### config.mk
export PLATFORM = sky130hd
export DESIGN_NAME = ioctl_word_packer
export DESIGN_NICKNAME = d
export VERILOG_FILES = /design/src/rtl/ioctl_word_packer.sv
export SDC_FILE = /design/constraint.sdc
export NUM_CORES = 1
export LEC_CHECK = 0
export ABC_AREA = 1
export CORE_MARGIN = 8
export CORE_UTILIZATION = 55
export DETAILED_ROUTE_END_ITERATION = 8
export PLACE_DENSITY = 0.75
export SLEW_MARGIN = 20
export SYNTH_ARGS = -nofsm -noshare
export SYNTH_HDL_FRONTEND = slang
export SYNTH_SLANG_ARGS = --single-unit
### constraint.sdc
create_clock -name clk -period 6.07 [get_ports clk]
set_input_delay 1.5175 -clock clk [delete_from_list [all_inputs] [get_ports clk]]
set_output_delay 1.5175 -clock clk [all_outputs]
set_load 0.1 [all_outputs]
### src/rtl/ioctl_word_packer.sv
// Packs the ioctl download byte stream into 32-bit words with byte enables, queued through a first-word-fall-through FIFO.
// A completing byte appears on out_valid one cycle after it is accepted; ioctl_wait stalls upstream at DEPTH-1 words or while draining.

module sync_fifo #(
   parameter int WIDTH = 8,
   parameter int DEPTH = 4
) (
   input  logic                       clk,
   input  logic                       reset,
   input  logic                       wr_vld,
   input  logic [WIDTH-1:0]           wr_dat,
   output logic                       rd_vld,
   input  logic                       rd_rdy,
   output logic [WIDTH-1:0]           rd_dat,
   output logic [$clog2(DEPTH):0]     count,
   output logic                       drop
);
   localparam int AW = $clog2(DEPTH);
   localparam logic [AW:0] FULL = (AW+1)'(DEPTH);

   logic [WIDTH-1:0] mem [DEPTH];
   logic [AW-1:0]    wr_ptr;
   logic [AW-1:0]    rd_ptr;
   logic             push;
   logic             pop;

   assign rd_vld = (count != '0);
   assign pop    = rd_vld & rd_rdy;
   // A pop in the same cycle frees the slot, so a push at full still lands.
   assign drop   = wr_vld & (count == FULL) & ~pop;
   assign push   = wr_vld & ~drop;
   assign rd_dat = rd_vld ? mem[rd_ptr] : '0;

   always_ff @(posedge clk) begin
      if (push) begin
         mem[wr_ptr] <= wr_dat;
      end
   end

   always_ff @(posedge clk) begin
      if (reset) begin
         wr_ptr <= '0;
         rd_ptr <= '0;
         count  <= '0;
      end else begin
         if (push) begin
            wr_ptr <= wr_ptr + 1'b1;
         end
         if (pop) begin
            rd_ptr <= rd_ptr + 1'b1;
         end
         case ({push, pop})
            2'b10:   count <= count + 1'b1;
            2'b01:   count <= count - 1'b1;
            default: count <= count;
         endcase
      end
   end
endmodule

module ioctl_word_packer #(
   parameter int DEPTH = 4
) (
   input  logic        clk,
   input  logic        reset,
   input  logic        ioctl_download,
   input  logic        ioctl_wr,
   input  logic [24:0] ioctl_addr,
   input  logic [7:0]  ioctl_dout,
   output logic        ioctl_wait,
   output logic        out_valid,
   input  logic        out_ready,
   output logic [22:0] out_addr,
   output logic [31:0] out_data,
   output logic [3:0]  out_be,
   output logic        done,
   output logic        overflow
);
   localparam int AW = $clog2(DEPTH);
   localparam logic [AW:0] WAIT_LVL = (AW+1)'(DEPTH-1);

   typedef struct packed {
      logic [22:0] addr;
      logic [31:0] data;
      logic [3:0]  be;
   } word_t;

   typedef enum logic [1:0] {IDLE, LOAD, DRAIN, DONE} state_t;

   state_t      state;
   word_t       acc;
   word_t       acc_nxt;
   word_t       merged;
   word_t       fresh;
   word_t       push_dat;
   word_t       head;
   logic        push_vld;
   logic        accept;
   logic        flush;
   logic        same_word;
   logic [3:0]  lane_be;
   logic [22:0] waddr;
   logic [AW:0] fifo_cnt;
   logic        fifo_drop;

   assign waddr     = ioctl_addr[24:2];
   assign lane_be   = 4'b0001 << ioctl_addr[1:0];
   assign accept    = (state == LOAD) & ioctl_download & ioctl_wr;
   assign flush     = (state == LOAD) & ~ioctl_download & (acc.be != 4'h0);
   assign same_word = (acc.be == 4'h0) | (acc.addr == waddr);

   always_comb begin
      merged      = acc;
      merged.addr = waddr;
      merged.be   = acc.be | lane_be;
      for (int n = 0; n < 4; n++) begin
         if (ioctl_addr[1:0] == 2'(n)) begin
            merged.data[8*n +: 8] = ioctl_dout;
         end
      end

      fresh.addr = waddr;
      fresh.data = 32'(ioctl_dout) << {ioctl_addr[1:0], 3'b000};
      fresh.be   = lane_be;

      push_vld = 1'b0;
      push_dat = acc;
      acc_nxt  = acc;
      if (accept) begin
         if (same_word) begin
            if (merged.be == 4'hF) begin
               push_vld = 1'b1;
               push_dat = merged;
               acc_nxt  = '0;
            end else begin
               acc_nxt = merged;
            end
         end else begin
            // Address moved on: retire the partial word and start over with this byte.
            push_vld = 1'b1;
            push_dat = acc;
            acc_nxt  = fresh;
         end
      end else if (flush) begin
         push_vld = 1'b1;
         push_dat = acc;
         acc_nxt  = '0;
      end
   end

   sync_fifo #(
      .WIDTH ($bits(word_t)),
      .DEPTH (DEPTH)
   ) u_fifo (
      .clk    (clk),
      .reset  (reset),
      .wr_vld (push_vld),
      .wr_dat (push_dat),
      .rd_vld (out_valid),
      .rd_rdy (out_ready),
      .rd_dat (head),
      .count  (fifo_cnt),
      .drop   (fifo_drop)
   );

   assign out_addr   = head.addr;
   assign out_data   = head.data;
   assign out_be     = head.be;
   assign ioctl_wait = (fifo_cnt >= WAIT_LVL) | (state == DRAIN) | (state == DONE);

   always_ff @(posedge clk) begin
      if (reset) begin
         state    <= IDLE;
         acc      <= '0;
         done     <= 1'b0;
         overflow <= 1'b0;
      end else begin
         acc  <= acc_nxt;
         done <= 1'b0;
         if (fifo_drop) begin
            overflow <= 1'b1;
         end
         case (state)
            IDLE: begin
               if (ioctl_download) begin
                  state    <= LOAD;
                  overflow <= 1'b0;
               end
            end
            LOAD: begin
               if (!ioctl_download) begin
                  state <= DRAIN;
               end
            end
            DRAIN: begin
               if (fifo_cnt == '0) begin
                  state <= DONE;
                  done  <= 1'b1;
               end
            end
            default: begin
               state <= IDLE;
            end
         endcase
      end
   end
endmodule

---- After elaboration in Yosys (flattened, before gate mapping) ----
Memories as Yosys holds them, arrays and structs flattened. A register that Yosys moved wholly into a read port is not among the register bits.
Index checks and enable logic that the tools add are counted.
operators by class
  $add $sub $neg .......................... 4
  $mul .................................... 0
  divide/modulo/power cells ............... 0
  $lt $le $gt $ge ......................... 1
  eq/ne operators ......................... 14
  shift-type cells ........................ 2
  multiplexer cells ....................... 29
  bitwise gates (word level) .............. 16
  reduce and logical (&&, ||, !) cells .... 10
operators with widths
  operator             count
  $mux 59              8
  $mux 8               4
  $shl 8x5->32         1
  $eq 23x23->1         1
  $eq 2x2->1 const B   5
  $mux 1               10
  $mux 2               5
  $and 1x1->1          8
  $eq 2x1->1 const B   3
  $pmux 2 s3           1
  $pmux 3 s2           1
  $add 2x1->2 const B  2
  $eq 4x4->1 const B   1
  $logic_not 2->1      2
  $logic_not 4->1      1
  $ne 2x2->1 const B   2
  $not 1->1            4
  $or 4x4->4           1
  $reduce_bool 2->1    2
  $reduce_bool 4->1    1
  $shl 1x2->4 const A  1
  $add 3x1->3 const B  1
  $eq 3x3->1 const B   1
  $ge 3x2->1 const B   1
  other kinds (7)      9
word-level totals
  bits in registers ....................... 70
  bits in latches ......................... 0
  memory bits (writable) .................. 236
  memory bits (read-only) ................. 0
  input port bits ......................... 38
  output and inout bits ................... 63
  memories kept ........................... 1
memory list
  memory      words  width  read ports  clocked after Yosys merged registers in  write ports  RTL line  RTL
  u_fifo.mem  4      59     1           1                                        1            21        logic [WIDTH-1:0] mem [DEPTH];

---- Logic depth before layout (Yosys ltp) ----
Gate-level depths: netlist (run 1).
  depth after elaboration ................. 12
  depth in mapped cells ................... 17
  depth with buffers taken out ............ 17

---- Cells and area by module ----
Synthesis (run 1) repeated with hierarchy kept, for this count alone.
unflattened totals
  cells, all modules ...................... 1517
  area, all modules ....................... 13945.9 sq um
modules (own cells, without submodules)
  module             times used  cells each  area each (sq um)  seq. area each (sq um)
  sync_fifo          1           766         9624.2             7267.0
  ioctl_word_packer  1           751         4321.6             1261.2

---- Worst setup path after synthesis (run 1) ----
OpenSTA, ideal clock, no wires.
  kind .................................... input-to-reg
  start ................................... input port ioctl_addr[1]
  end ..................................... memory u_fifo.mem[0][0] (netlist name), enable pin
  library setup time ...................... 0.476 ns
  arrival ................................. 4.965 ns
  slack ................................... 0.628 ns
  cell stages on the path ................. 8
  path through ............................ nor2_2 > o22ai_2 > nor3_4 > buf_6 > nor2_1 > nand2_1 > nand3_2 > nor2_1
between the ends
  longest elaborated chain between the ends .. 12
ends and longest elaborated chain
  item                              RTL line  RTL
  from (decl)                       68        input logic [24:0] ioctl_addr,
  $shl 1x2->4 (*)                   107       assign lane_be = 4'b0001 << ioctl_addr[1:0];
  $or 4x4->4 (*)                    115       merged.be = acc.be | lane_be;
  $eq 4x4->1 (*)                    131       if (merged.be == 4'hF) begin
  $mux 1 (*)                        131
  $mux 1 (*)                        130       if (same_word) begin
  $mux 1 (*)                        129       if (accept) begin
  $and 1x1->1 (2 in series)         30        assign drop = wr_vld & (count == FULL) & ~pop;
  $not 1->1                         31        assign push = wr_vld & ~drop;
  $and 1x1->1 (*)                   31
  $mux 1 (*)                        35        if (push) begin
  $mux 1 (not written as such) (*)  36        mem[wr_ptr] <= wr_dat;
  to (decl)                         21
Every way passes the cells marked *; elsewhere a longest branch is shown, timed or not.

==> metrics.txt, run 1 <==
highest-delay cell along the critical path clkdlybuf4s50_1; sw frac between 40% and 50%; period utilization about nine tenths; share of cells above drive strength 1 approximately 5.9%; initial antenna violation count 1; DP Worst Slack about 1.1 ns; number of CTS-inserted buffers 30; Max VDD drop approximately 0.00047 V; total grt overflow 0; Fin. Hold Viols 0; min Tclk post-route about 5.4 ns; Max H-tree Level 1; drt wl/cell 18.0 µm; Starting Density 55.5%; Worst path max stage delay 1.22 ns; combinational share of power 36.0%; critical path peak fanout 77; Sink Count about 300; Post-Syn Area about 0.014 mm²; critical path buffer and inverter count 2; 1st-pass router iterations 6; clock buffer depth 3; Avg Cell Area, Syn between 9 and 10 µm²; YS warnings 0; fin. max-slew vios 0; pin count of the biggest net entering global routing 93; Top delay family on crit path buffers and inverters; count of cell types in the netlist 32; RSZ-0062 raised after global routing false; met2 wire len approximately 16 mm; Critical Path, Cell by Cell buf_4, nor2_1, nor2_1, o21ai_0, a21oi_1, clkdlybuf4s50_1; die width about 170 µm; full die area 0.0305 mm²; worst slew pin tran between 1 and 1.5 ns; PostCTS Resize Cnt 0; synthesized instance count about 1,500; CTS tree done; setup_tns 0 ns; cell mode on critical path nor2_1; P_int a little under 4 mW; area delta synth->final 15.6%; number of global-route vias before repair about 10,000; sequential fraction of design power between 30% and 40%; Pleak roughly 5.7 nW; post-route ant nets 0; met3 routed WL 2.77 mm; critical path required time between 4 and 5 ns; Setup Skew ~0.011 ns; HP Class reg -> reg; fin worst setup slack 0.660 ns; crit path capture type output pin; Floorplan Core Area roughly 0.025 mm²; leading cell types in the layout, fill and taps excluded 289 x nor2_1, 236 x edfxtp_1, 202 x nand2_1; status finished, final reports clean; M1 WL between 10 and 15 mm; DRC violations left 0; PD cells about 410 mW/mm²; row count just under 60; DP Wirelength approximately 20 mm; Hold Buf Count CTS 0; Max-slew headroom roughly 30%; register area share after synthesis around 62%; critical path arrival just under 4 ns; IO Count between 100 and 150; DRT iter0 DRCs approximately 1,400; multi-input logic area ~0.0045 mm²; Seq. cell area about 0.0085 mm²; GPL Wtd Cong roughly 0.83; Max Cap Viol 0; leading cell type in the layout, fill and taps excluded nor2_1; CP Launch Type flip-flop; setup bufs post-CTS 0; # fillers around 2,000; crit path kind reg -> out; clk_lat worst skew between 0.5 and 0.6 ns; final net count roughly 1,600; Psw 2.73 mW; root buf cell clkbuf_16; clock slew at reported path FFs approximately 0.060 ns; GRT Util Overall a little over a fifth; syn_nets ~1,600; Final Setup Violations 0; DR top layer met4; overall routed net length between 30 and 40 mm; FMAX 185 MHz; first-pass GRT wire length about 54 mm; Die Ht around 170 µm; via count about 11,000; Seq cells post-synth 308; number of vias per cell 5.63; clock network power share 28.2%; PortBufs 100
==> state kept, by name, summed over array words and instances, names as in the netlist, named ones only <==
register and flops:
acc 59, done 1, overflow 1, state 2, u_fifo.count 3, u_fifo.mem 236, u_fifo.rd_ptr 2, u_fifo.wr_ptr 2
==> Yosys cell counts <==
library cell | count | area, µm²
nor2_1 | 294 | 1100
edfxtp_1 | 236 | 7090
nand2_1 | 202 | 758
o21ai_0 | 194 | 971
a21oi_1 | 145 | 726
inv_1 | 106 | 398
nand3_1 | 94 | 470
clkbuf_1 | 85 | 319
dfxtp_1 | 72 | 1440
buf_1 | 16 | 60.1
ha_1 | 10 | 125
buf_2 | 8 | 40.0
inv_2 | 5 | 18.8
mux2i_1 | 5 | 50.1
o21a_1 | 5 | 37.5
buf_6 | 4 | 45.0
clkinv_1 | 4 | 15.0
nand4_1 | 3 | 18.8
o21ai_1 | 3 | 15.0
nand3_2 | 2 | 20.0
nor3_1 | 2 | 10.0
xnor2_1 | 2 | 17.5
a221oi_1 | 1 | 8.76
buf_4 | 1 | 7.51
fa_1 | 1 | 20.0
nand2_2 | 1 | 6.26
nand3_4 | 1 | 17.5
nand3b_1 | 1 | 7.51
nor2_2 | 1 | 6.26
nor3_4 | 1 | 16.3
o22ai_2 | 1 | 12.5
xor2_1 | 1 | 8.76
==> power groups by stage <==
stage	Combinational [mW]	Clock, mW	Sequential (mW)
after CTS	2.40	1.89	2.38
final	2.39	1.87	2.38
after global routing	2.50	1.97	2.38
after detailed placement	2.39	0	2.42
after global placement	2.37	0	2.42
after floorplan	1.83	0	2.39
==> stage by stage <==
| step | cells | cell area (µm²) | hold WS, ns | power, mW | utilization (%) |
|---|---|---|---|---|---|
| floorplan | 1507 | 13900 | 0.436 | 4.21 | - |
| global placement | 1844 | 15000 | 0.446 | 4.78 | 60.1 |
| detailed placement | 1844 | 15000 | 0.455 | 4.81 | 60.1 |
| CTS | 1900 | 16000 | 0.465 | 6.66 | 64.2 |
| global route | 1901 | 16000 | 0.481 | 6.85 | 64.2 |
| finish | 1901 | 16000 | 0.463 | 6.64 | 64.2 |
==> cell families (layout without fill, tap and decap cells) <==
kind of cell,after synthesis,count (layout),synth area share [%]
adder cells (fa/ha/maj),11,11,1.05
AND/OR/NAND/NOR,602,602,17.6
multiplexers,5,5,0.361
AO/OA/AOI/OAI,349,349,12.8
flip-flops,308,308,61.5
buffers and inverters,229,292,6.52
other,0,1,0
XOR/XNOR,3,3,0.190
==> layout make-up <==
class,count,share of cell area [%]
Clock inverter,15,1.00
Antenna cell,1,0.0156
Multi-Input combinational cell,970,27.9
Inverter,115,2.69
Sequential cell,308,53.3
Tap cell,330,2.58
Clock buffer,41,5.32
Timing Repair Buffer,121,7.28
==> final timing paths <==
path | from | end | slack [ns] | cells after the start
setup / recovery | flip-flop | out_data[27] | 0.66 | 6
hold reg to reg | acc[33] | acc[33] | 0.46 | 2
setup reg to reg | acc[2] | u_fifo.mem[0][5] | 2.46 | 9
hold / removal | acc[33] | acc[33] | 0.46 | 2
==> worst register-to-register path: cells and delay by family, from the launching register on <==
| kind | cells | cell delay (ns) |
|---|---|---|
| buf+inv | 4 | 1.44 |
| simple gates | 4 | 1.39 |
| flops | 1 | 0.34 |
| compound gates | 1 | 0.16 |
==> layer usage <==
metal  vias up  track usage, %
met5         -               0
met4         0            6.11
met3        58            2.94
met2       449            36.4
met1      5063            29.7
li1       5142               -
Note: power is estimated with default switching activity, not from simulation.
==> run 2, diff against run 1 <==
CORE_UTILIZATION = 45   (was 55)
PLACE_DENSITY = not set   (was 0.75)
REMOVE_ABC_BUFFERS = 1   (was not set)
TNS_END_PERCENT = 20   (was not set)
==> metrics.txt, run 2 (synthesis gave the netlist of run 1 again) <==
status finished, final reports clean; RSZ-0062 raised after global routing false; number of global-route vias before repair roughly 10,000; critical path required time around 4.6 ns; total power after layout 6.83 mW; Hold Buf Count CTS 0; period utilization ~83%; clock buffer depth 3; fin. max-slew vios 0; R2R cell count 14; Min-Delay Path Depth 2; FMAX between 150 and 200 MHz; fin worst setup slack between 1 and 1.5 ns; Fin. Hold Viols 0; PD cells between 400 and 500 mW/mm²; min Tclk post-route a little over 5 ns; DRT iter0 DRCs around 800; reg2reg end u_fifo.mem[2][5]; drt wl/cell 17.7 µm; Max-slew headroom 30.0%; crit path capture type output pin; post-route ant nets 0; GPL Wtd Cong around 0.76; min-delay src u_fifo.rd_ptr[1]; IO Count 101; GRT Util Overall 18.8%; critical path arrival about 3.5 ns; die width ~190 µm; hold slack approximately 0.46 ns; area delta synth->final 17.5%; pin count of the biggest net entering global routing 85; root buf cell clkbuf_16; Setup Skew approximately 0.016 ns; full die area approximately 0.037 mm²; worst slew pin tran between 1 and 1.5 ns; Antenna diodes 0; DRC violations left 0; leading cell types in the layout, fill and taps excluded 289 x nor2_1, 236 x edfxtp_1, 202 x nand2_1; DP Wirelength 20.1 mm; Top reg by flops u_fifo.mem; HP Class reg -> reg; FF-to-FF Start acc[51]; number of CTS-inserted buffers 35; overall routed net length between 30 and 40 mm; crit path kind reg -> out; critical path peak fanout between 80 and 90; setup bufs post-CTS 0; Floorplan Core Area slightly above 0.03 mm²; R2R setup slack between 2 and 2.5 ns; Util after Layout between 50% and 60%; DP Worst Slack around 0.93 ns; via count approximately 11,000; Max Cap Viol 0; row count 64; clock slew at reported path FFs roughly 0.06 ns; 1st-pass router iterations 5; leading cell type in the layout, fill and taps excluded nor2_1; share of cells above drive strength 1 between 5 and 6%; clk_lat worst skew slightly above 0.5 ns; Die Ht 191 µm; largest registers u_fifo.mem (236), acc (59), u_fifo.count (3); CP Launch Type flip-flop; CTS tree done; Pleak between 5 and 6 nW; multi-input logic area 0.00446 mm²; Sink Count 308; Final Setup Violations 0; max reg flops approximately 240; final net count 1,600; Starting Density a little under half; total grt overflow 0; PortBufs 100; number of vias per cell 5.34; PostCTS Resize Cnt 0; Seq. cell area 0.00853 mm²; initial antenna violation count 0; # fillers approximately 2,700; Max H-tree Level 2; Max VDD drop about 0.00032 V; first-pass GRT wire length roughly 55 mm
run 2: through the flow:
stage | instance area [µm²] | instances | setup TNS, ns
after global routing | 16300 | 1973 | 0
final | 16300 | 1973 | 0
after global placement | 15200 | 1910 | 0
after floorplan | 13400 | 1393 | -127.27
after detailed placement | 15200 | 1910 | 0
after CTS | 16300 | 1973 | 0
run 2: layer usage:
layer / wire length (µm) / track usage, % / up-vias
met1: 15500 / 24.4 / 5065
li1: - / - / 5151
met5: 0 / 0 / -
met2: 16900 / 32.3 / 256
met4: 654 / 5.00 / 0
met3: 1940 / 2.97 / 56
run 2: critical path, stage by stage, from the launching register on:
cell and delay (ns):
dfxtp_4 0.46, inv_2 0.48, buf_12 0.37, o21ai_0 0.15
a21oi_1 0.30, clkdlybuf4s50_1 1.21
run 2: power breakdown:
group | leakage, nW | switching, mW | total, mW | internal [mW]
logic | 2.52 | 1.92 | 2.41 | 0.490
clock network | 0.555 | 0.813 | 2.05 | 1.24
registers | 2.64 | 0.0579 | 2.37 | 2.31
total | 5.72 | 2.79 | 6.83 | 4.04
run 2: area by class of cell:
cell class              instances  area share, %
clock buffers                  46           6.14
clock inverters                17          0.776
inverters                     115           2.65
multi-input cells             970           27.4
flip-flops and latches        308           52.4
well taps                     396           3.04
repair buffers                121           7.60
run 2: how the worst max path moves through the flow:
stage / slack [ns] / to
detailed placement: 0.93 / u_fifo.mem[3][4]
floorplan: -1.04 / out_data[11]
global placement: 0.98 / u_fifo.mem[1][4]
global route: 0.84 / out_data[17]
CTS: 1.0 / out_data[21]
finish: 1.02 / out_data[28]
==> run 3, diff against run 2 <==
PLACE_DENSITY = 0.66   (was not set)
clock period = 4.3 ns   (was 6.07 ns; I/O delays follow)
==> metrics.txt, run 3 (synthesis gave the netlist of run 1 again) <==
leading cell types in the layout, fill and taps excluded 289 x nor2_1, 236 x edfxtp_1, 202 x nand2_1; crit path kind reg -> out; min Tclk post-route ~3.7 ns; Final Setup Violations 0; Fin. Hold Viols 0; Hold Buf Count CTS 0; Max VDD drop about 0.00052 V; clock buffer depth 3; Setup Skew 0.0144 ns; critical path peak fanout 69; row count 64; P_int between 5 and 6 mW; first-pass GRT wire length around 55 mm; clock network power share about 29%; number of global-route vias before repair 10,100; full die area ~0.037 mm²; DRC violations left 0; worst slew pin tran roughly 1.0 ns; clock slew at reported path FFs approximately 0.06 ns; Max-slew headroom between 30% and 40%; leading cell type in the layout, fill and taps excluded nor2_1; period utilization between 80% and 90%; sequential fraction of design power around 36%; DP Wirelength roughly 20 mm; total grt overflow 0; 1st-pass router iterations 5; Seq. cell area roughly 0.0085 mm²; HP Class reg -> reg; Psw between 3 and 4 mW; largest registers u_fifo.mem (236), acc (59), u_fifo.count (3); multi-input logic area ~0.0045 mm²; Antenna diodes 0; Starting Density about 46%; overall routed net length ~34 mm; Util after Layout between 50% and 60%; PostCTS Resize Cnt 0; critical path required time around 3.2 ns; max reg flops about 240; number of CTS-inserted buffers 34; RSZ-0062 raised after global routing false; Critical Path, Cell by Cell buf_4, nor2_1, nor2_1, o21ai_0, a21oi_1, buf_4; Pleak about 5.8 nW; setup bufs post-CTS 0; Top reg by flops u_fifo.mem; Top delay family on crit path flip-flops; initial antenna violation count 0; number of vias per cell 5.26; die width between 150 and 200 µm; critical path arrival between 2 and 3 ns; Max H-tree Level 2; Floorplan Core Area 0.0304 mm²; Max Cap Viol 0; highest-delay cell along the critical path dfxtp_4; GRT Util Overall 18.7%; share of cells above drive strength 1 between 10% and 20%; critical path buffer and inverter count 2; final net count ~1,600; DP Worst Slack between 0.3 and 0.4 ns; drt wl/cell roughly 17 µm; CP Launch Type flip-flop; CTS tree done; fin worst setup slack approximately 0.57 ns; PortBufs 100; status finished, final reports clean; post-route ant nets 0; Worst path max stage delay a little under 0.9 ns; IO Count between 100 and 150; PD cells around 580 mW/mm²; FMAX 268 MHz; clk_lat worst skew 0.50 ns; root buf cell clkbuf_16; Die Ht 191 µm; fin. max-slew vios 0; DRT iter0 DRCs about 760; Sink Count between 300 and 400; GPL Wtd Cong roughly 0.76; pin count of the biggest net entering global routing 70; area delta synth->final 16.6%; crit path capture type output pin; # fillers between 2,000 and 3,000; sw frac between 40% and 50%; combinational share of power between 30% and 40%; via count between 10,000 and 15,000
-- run 3: changes by cell type in the layout (fill, tap and decap cells not counted) --
cell / before / now
clkinvlp_4: 0 / 4
clkbuf_8: 4 / 5
bufinv_16: 2 / 1
clkinv_1: 12 / 3
clkbuf_16: 37 / 35
buf_4: 15 / 85
buf_12: 7 / 6
clkbuf_1: 5 / 11
clkinv_2: 4 / 3
clkdlybuf4s50_1: 98 / 40
-- run 3: area by class of cell --
class                           count  share of cell area, %
Sequential cell                   308                   52.8
Multi-Input combinational cell    970                   27.6
Timing Repair Buffer              132                   7.20
Clock buffer                       51                   6.10
Tap cell                          396                   3.07
Inverter                          115                   2.67
Clock inverter                     10                  0.542
-- run 3: final timing paths --
check	endpoint	slack [ns]	startpoint	cells after the start
worst min register to register	acc[35]	0.47	acc[35]	2
worst max register to register	u_fifo.count[2]	1.52	acc[40]	17
worst min-delay path	acc[35]	0.47	acc[35]	2
worst max-delay path	out_data[22]	0.57	flip-flop	6
-- run 3: worst reg2reg max path, cell delays in order, from the launching register on --
cell,delay [ns]
dfxtp_1,0.44
nand2_1,0.08
inv_1,0.06
nor2_1,0.03
nor2_1,0.15
nand2_1,0.10
nor2_1,0.18
nand3_2,0.17
nand2_2,0.14
nand2_1,0.15
nand3_2,0.10
ha_1,0.14
inv_1,0.06
fa_1,0.38
a21oi_1,0.14
o21ai_0,0.12
o21ai_0,0.18
a21oi_1,0.06
-- run 3: layer usage --
layer	GRT usage (%)	wire, µm
met3	2.90	1710
met2	32.1	16600
met1	24.6	15300
met4	4.26	651
met5	0	0
-- run 3: power groups by stage --
stage	clock network, mW	registers (mW)	logic [mW]
floorplan	0	3.44	2.43
global placement	0	3.43	3.29
detailed placement	0	3.43	3.31
CTS	2.82	3.37	3.32
global route	2.95	3.38	3.47
finish	2.77	3.37	3.28
-- run 3: per-stage QoR --
| stage | hold slack, ns | setup TNS [ns] | cell area (µm²) | std cells | power (mW) |
|---|---|---|---|---|---|
| after floorplan | 0.436 | -520.33 | 13400 | 1393 | 5.86 |
| after global placement | 0.443 | 0 | 15100 | 1921 | 6.72 |
| after global routing | 0.490 | 0 | 16200 | 1982 | 9.81 |
| after CTS | 0.465 | 0 | 16200 | 1982 | 9.51 |
| final | 0.467 | 0 | 16200 | 1982 | 9.42 |
| after detailed placement | 0.456 | 0 | 15100 | 1921 | 6.74 |
